File: src/rtl/transpose_buffer_ctrl.sv
// -----------------------------------------------------------------------------
// transpose_buffer_ctrl
//
// Ping/pong controller for a transpose buffer. Rows of FETCH_WIDTH words arrive
// from memory and are written row by row into one half of the buffer. When a
// half holds NUM_ROWS rows, or is closed early by flush, it becomes readable.
// It is then drained column by column, FETCH_WIDTH columns in total, while the
// other half fills.
//
// Ports
//   clk         : clock, all state updates on the rising edge
//   rst_n       : asynchronous active-low reset
//   row_valid   : memory presents one row this cycle
//   valid_input : per-word valid mask of the presented row
//   row_ready   : controller accepts a row this cycle
//   flush       : close the partially filled write half
//   wr_en       : buffer write strobe (row_valid & row_ready)
//   wr_buf      : half being written
//   wr_row      : row index being written
//   rd_valid    : a column is available to read
//   rd_ready    : downstream consumes the column
//   rd_buf      : half being read
//   rd_col      : column index being read
//   rd_rows     : rows held in half rd_buf
//   rd_words    : valid words held in half rd_buf
// -----------------------------------------------------------------------------
module transpose_buffer_ctrl #(
  parameter int FETCH_WIDTH = 4,
  parameter int NUM_ROWS    = 4,
  localparam int ROW_W  = (NUM_ROWS > 1) ? $clog2(NUM_ROWS) : 1,
  localparam int COL_W  = (FETCH_WIDTH > 1) ? $clog2(FETCH_WIDTH) : 1,
  localparam int CNT_W  = $clog2(NUM_ROWS) + 1,
  localparam int WORD_W = $clog2(FETCH_WIDTH * NUM_ROWS) + 1
) (
  input  logic                   clk,
  input  logic                   rst_n,
  input  logic                   row_valid,
  input  logic [FETCH_WIDTH-1:0] valid_input,
  output logic                   row_ready,
  input  logic                   flush,
  output logic                   wr_en,
  output logic                   wr_buf,
  output logic [ROW_W-1:0]       wr_row,
  output logic                   rd_valid,
  input  logic                   rd_ready,
  output logic                   rd_buf,
  output logic [COL_W-1:0]       rd_col,
  output logic [CNT_W-1:0]       rd_rows,
  output logic [WORD_W-1:0]      rd_words
);

  localparam logic [ROW_W-1:0] LAST_ROW = ROW_W'(NUM_ROWS - 1);
  localparam logic [COL_W-1:0] LAST_COL = COL_W'(FETCH_WIDTH - 1);

  // Number of set bits in the word-valid mask, already at the word-count width
  function automatic logic [WORD_W-1:0] popcount(input logic [FETCH_WIDTH-1:0] mask);
    logic [WORD_W-1:0] cnt;
    cnt = '0;
    for (int i = 0; i < FETCH_WIDTH; i++) begin
      cnt = cnt + WORD_W'(mask[i]);
    end
    return cnt;
  endfunction

  // Registered state
  logic [1:0]        r_full;
  logic              r_wr_buf;
  logic [ROW_W-1:0]  r_wr_row;
  logic              r_rd_buf;
  logic [COL_W-1:0]  r_rd_col;
  logic [CNT_W-1:0]  r_rows  [2];
  logic [WORD_W-1:0] r_words [2];

  // Next-state values
  logic [1:0]        w_full_nxt;
  logic              w_wr_buf_nxt;
  logic [ROW_W-1:0]  w_wr_row_nxt;
  logic              w_rd_buf_nxt;
  logic [COL_W-1:0]  w_rd_col_nxt;
  logic [CNT_W-1:0]  w_rows_nxt  [2];
  logic [WORD_W-1:0] w_words_nxt [2];

  // Handshake decode
  logic w_row_fire;
  logic w_close;
  logic w_rd_fire;
  logic w_rd_done;

  assign w_row_fire = row_valid & ~r_full[r_wr_buf];
  // A half closes when its last row lands, or on flush if it holds (or is
  // receiving this cycle) at least one row; flushing an empty half is ignored.
  assign w_close    = (w_row_fire & (r_wr_row == LAST_ROW)) |
                      (flush & (w_row_fire | (r_wr_row != '0)));
  assign w_rd_fire  = r_full[r_rd_buf] & rd_ready;
  assign w_rd_done  = w_rd_fire & (r_rd_col == LAST_COL);

  // Outputs are pure views of the registered state (plus the row handshake)
  assign row_ready = ~r_full[r_wr_buf];
  assign wr_en     = w_row_fire;
  assign wr_buf    = r_wr_buf;
  assign wr_row    = r_wr_row;
  assign rd_valid  = r_full[r_rd_buf];
  assign rd_buf    = r_rd_buf;
  assign rd_col    = r_rd_col;
  assign rd_rows   = r_rows[r_rd_buf];
  assign rd_words  = r_words[r_rd_buf];

  // Next-state logic. The write half is never full and the read half is
  // always full while being read, so a close and a drain completing in the
  // same cycle always touch different halves and both apply.
  always_comb begin
    w_full_nxt   = r_full;
    w_wr_buf_nxt = r_wr_buf;
    w_wr_row_nxt = r_wr_row;
    w_rd_buf_nxt = r_rd_buf;
    w_rd_col_nxt = r_rd_col;
    w_rows_nxt   = r_rows;
    w_words_nxt  = r_words;

    // Write side: count the row first, then decide whether the half closes
    if (w_row_fire) begin
      w_rows_nxt[r_wr_buf]  = r_rows[r_wr_buf] + 1'b1;
      w_words_nxt[r_wr_buf] = r_words[r_wr_buf] + popcount(valid_input);
    end

    if (w_close) begin
      w_full_nxt[r_wr_buf] = 1'b1;
      w_wr_buf_nxt         = ~r_wr_buf;
      w_wr_row_nxt         = '0;
    end else if (w_row_fire) begin
      w_wr_row_nxt = r_wr_row + 1'b1;
    end

    // Read side: every column is drained, even for a partially filled half
    if (w_rd_fire) begin
      if (w_rd_done) begin
        w_full_nxt[r_rd_buf]  = 1'b0;
        w_rows_nxt[r_rd_buf]  = '0;
        w_words_nxt[r_rd_buf] = '0;
        w_rd_buf_nxt          = ~r_rd_buf;
        w_rd_col_nxt          = '0;
      end else begin
        w_rd_col_nxt = r_rd_col + 1'b1;
      end
    end
  end

  // State register; reset discards every buffered half
  always_ff @(posedge clk or negedge rst_n) begin
    if (!rst_n) begin
      r_full     <= '0;
      r_wr_buf   <= 1'b0;
      r_wr_row   <= '0;
      r_rd_buf   <= 1'b0;
      r_rd_col   <= '0;
      r_rows[0]  <= '0;
      r_rows[1]  <= '0;
      r_words[0] <= '0;
      r_words[1] <= '0;
    end else begin
      r_full     <= w_full_nxt;
      r_wr_buf   <= w_wr_buf_nxt;
      r_wr_row   <= w_wr_row_nxt;
      r_rd_buf   <= w_rd_buf_nxt;
      r_rd_col   <= w_rd_col_nxt;
      r_rows     <= w_rows_nxt;
      r_words    <= w_words_nxt;
    end
  end

endmodule

File: config.mk
export PLATFORM = sky130hd
export DESIGN_NAME = transpose_buffer_ctrl
export DESIGN_NICKNAME = d
export VERILOG_FILES = /design/src/rtl/transpose_buffer_ctrl.sv
export SDC_FILE = /design/constraint.sdc
export NUM_CORES = 1
export LEC_CHECK = 0
export CORE_MARGIN = 4
export CORE_UTILIZATION = 47
export DETAILED_ROUTE_END_ITERATION = 8
export GPL_TIMING_DRIVEN = 0
export PLACE_DENSITY_LB_ADDON = 0.08
export SYNTH_ARGS = -nofsm -noshare
export SYNTH_HDL_FRONTEND = slang
export SYNTH_SLANG_ARGS = --single-unit
File: constraint.sdc
create_clock -name clk -period 2.1 [get_ports clk]
set_input_delay 0.315 -clock clk [delete_from_list [all_inputs] [get_ports clk]]
set_output_delay 0.315 -clock clk [all_outputs]
set_load 0.01 [all_outputs]
==> metrics.txt <==
row cnt=19; CP arrival=1.72 ns; number of flops mapped to enable cells by yosys=0; leakage=around 0.00096 uW; footprint of the multi-input gates=a little over 800 sq um; register area=between 600 and 700 sq um; Yosys reg bits=24; Mapped Cells=130; Die Y=roughly 63 um; first drt pass iteration count=4; fmax=~490 MHz; ANT nets after route=0; Post-Layout Cell Count=between 150 and 200; clock transition at the registers of the reported paths=about 0.15 ns; CP endpoint kind=output pin; Seq pwr share=approximately a third; Slew headroom=25.5%; post-synthesis net count=147; reg2reg start=wr_buf; 1st-iter DRT viols=31; Area growth syn-to-layout=31.8%; register area share after synthesis=42.0%; number of antenna diodes=0; CTS tree=built; layout net count=roughly 180; largest net degree at the start of global routing=25; DRC=0; Buffers on Ports=25; final max-slew violation count=0; GP Congestion=just over 0.7; RSZ-0062 raised after global routing=true; crit path from=rd_buf; final worst-path cycle share=a little over nine tenths; cts bufs inserted=3; Die ar.=around 4000 sq um; clock skew=between 0.001 and 0.0015 ns; HP Start=r_words[9]; gr usage total=roughly 17%; Crit Path Max Fanout=10; Pwr Density=~1500 nW/um^2; maximum vdd ir drop=around 0.67 mV; global route total overflow=0; Distinct cells, synth=34; Hold WC Path Type=flop to flop; pre-CTS setup slack=-0.619 ns; Synth top area share=between 40% and 50%; share of cells above drive strength 1=between 20 and 30%; number of synthesis warnings=0; Final WS setup=approximately 0.061 ns; CTS Buffer Depth=2; total of max-cap violations=0; Main synth FF type=dfrtp_1; Worst setup SP type=flop; endpoints failing hold=0; final WL=just over 3000 um; Avg Cell Area, Syn=11.0 sq um; critical path class=flop to output pin; Synth async-reset ratio=100%; worst skew pair latency=0.32 ns; top post-synthesis cells by count=dfrtp_1 (24), nor2_1 (16), mux2_2 (14); top cell type by total area after synthesis=dfrtp_1; CP Data Required Time=approximately 1.8 ns; Clock power frac=~13%; # setup viols final=0; synthesized area=roughly 1400 sq um; Period minus WS final=between 2 and 2.5 ns; first-pass GRT wire length=about 5400 um; routed len/inst=15.7 um; Die X=63.2 um; initial core utilization=between 50% and 60%; status=complete, no violations; Net Sw Power=roughly 1000 uW; routed vias=around 1100; P_int=about 1700 uW; Filler cells=230; setup TNS=0 ns; total clock sinks=24; initial antenna violation count=0; Root Buffer=clkbuf_4; Sw Ratio=37.0%; number of global-route vias before repair=between 1000 and 1500; IO Pins=26; Placed Cells=around 190; via/cell ratio=5.48; core box area=2830 sq um; post-detail-place hpwl=around 2200 um; count leader, synth=dfrtp_1; Area contributors post-synth=dfrtp_1 (42%), mux2_2 (11%), mux2i_1 (7.7%); htree depth=1; combinational fraction of design power=a little under three fifths; actual slew at the worst max-slew pin=around 1.1 ns
[sequential cells by signal, indices dropped and copies added (netlist names)]
register and flops:
r_full 2, r_rows 6, r_words 10, rd_buf 1, rd_col 2, wr_buf 1
wr_row 2
[layout make-up]
type / instances / area share [%]
Buffer: 4 / 2.19
Clock buffer: 3 / 1.19
Tap cell: 31 / 2.06
Clock inverter: 1 / 1.59
Timing Repair Buffer: 30 / 16.1
Multi-Input combinational cell: 92 / 43.0
Sequential cell: 24 / 31.9
Inverter: 10 / 1.99
[cell families (layout without fill, tap and decap cells)]
group                    count (synthesis)  count (layout)  share of synthesized area [%]
multiplexers                            25              25                           18.7
buffers and inverters                   14              48                           4.37
adder cells (fa/ha/maj)                  8               8                           8.57
AND/OR/NAND/NOR                         42              42                           16.7
AO/OA/AOI/OAI                           11              11                           6.03
flip-flops                              24              24                           42.0
XOR/XNOR                                 6               6                           3.67
[path summary, 6_finish.rpt]
| kind | slack (ns) | to | depth (start not counted) |
|---|---|---|---|
| max in group asynchronous | 0.80 | wr_buf | 1 |
| min in group asynchronous | 0.57 | r_rows[0] | 1 |
| worst max-delay path | 0.06 | rd_words[0] | 3 |
| worst max register to register | 0.09 | r_words[9] | 8 |
| worst min-delay path | 0.49 | r_words[9] | 1 |
| worst min register to register | 0.49 | r_words[9] | 1 |
[metrics by stage]
step	cell area (sq um)	power [uW]	utilization, %	hold slack (ns)
CTS	1820	2720	64.3	0.490
global route	1890	3000	66.7	0.511
floorplan	1430	1720	-	0.0194
finish	1890	2760	66.7	0.490
global placement	1720	2220	60.9	0.456
detailed placement	1720	2280	60.9	0.469
[cell usage in the layout, fill, tap and decap left out, types with 2 or more instances in the layout]
| cell | netlist | routed |
|---|---|---|
| dfrtp_1 | 24 | 23 |
| nor2_1 | 16 | 16 |
| mux2_2 | 14 | 14 |
| clkdlybuf4s50_1 | 0 | 14 |
| mux2i_1 | 11 | 9 |
| inv_1 | 10 | 8 |
| nand2_1 | 8 | 8 |
| dlymetal6s2s_1 | 0 | 8 |
| buf_4 | 2 | 7 |
| ha_1 | 5 | 5 |
| nand4b_1 | 3 | 3 |
| xnor2_1 | 4 | 3 |
| clkbuf_4 | 0 | 3 |
| dlygate4sd2_1 | 0 | 3 |
| mux2i_4 | 0 | 2 |
| inv_2 | 0 | 2 |
| nand4_1 | 2 | 2 |
| nand3_1 | 3 | 2 |
| xor2_1 | 2 | 2 |
| a211oi_1 | 2 | 2 |
| and4bb_2 | 2 | 2 |
| fa_2 | 0 | 2 |
[power groups by stage]
| stage | sequential, uW | clock, uW | combinational (uW) |
|---|---|---|---|
| 2_1_floorplan | 853 | 0 | 864 |
| 3_3_place_gp | 860 | 0 | 1360 |
| 3_5_place_dp | 880 | 0 | 1400 |
| 4_1_cts | 864 | 359 | 1490 |
| 5_1_grt | 915 | 379 | 1700 |
| 6_report | 879 | 349 | 1530 |
[routing by layer]
metal  vias to the layer above  global-route usage [%]  share of wire, %
met5                         -                       0                 0
met4                         0                    5.66              0.59
met3                         2                    3.20               2.5
met2                        15                    30.0                53
met1                       530                    21.0                44
li1                        521                       -                 -
[worst max-delay path: stages (launching register included)]
cell             delay [ns]
dfrtp_1                0.41
buf_6                  0.17
mux2_2                 0.35
clkdlybuf4s50_1        0.47
[repair_timing]
action,in CTS,in global routing
setup endpoints to repair,15,12
hold buffers,0,0
pin swaps,4,2
resized for setup,12,14
buffers inserted,3,2
Note: power is estimated with default switching activity, not from simulation.
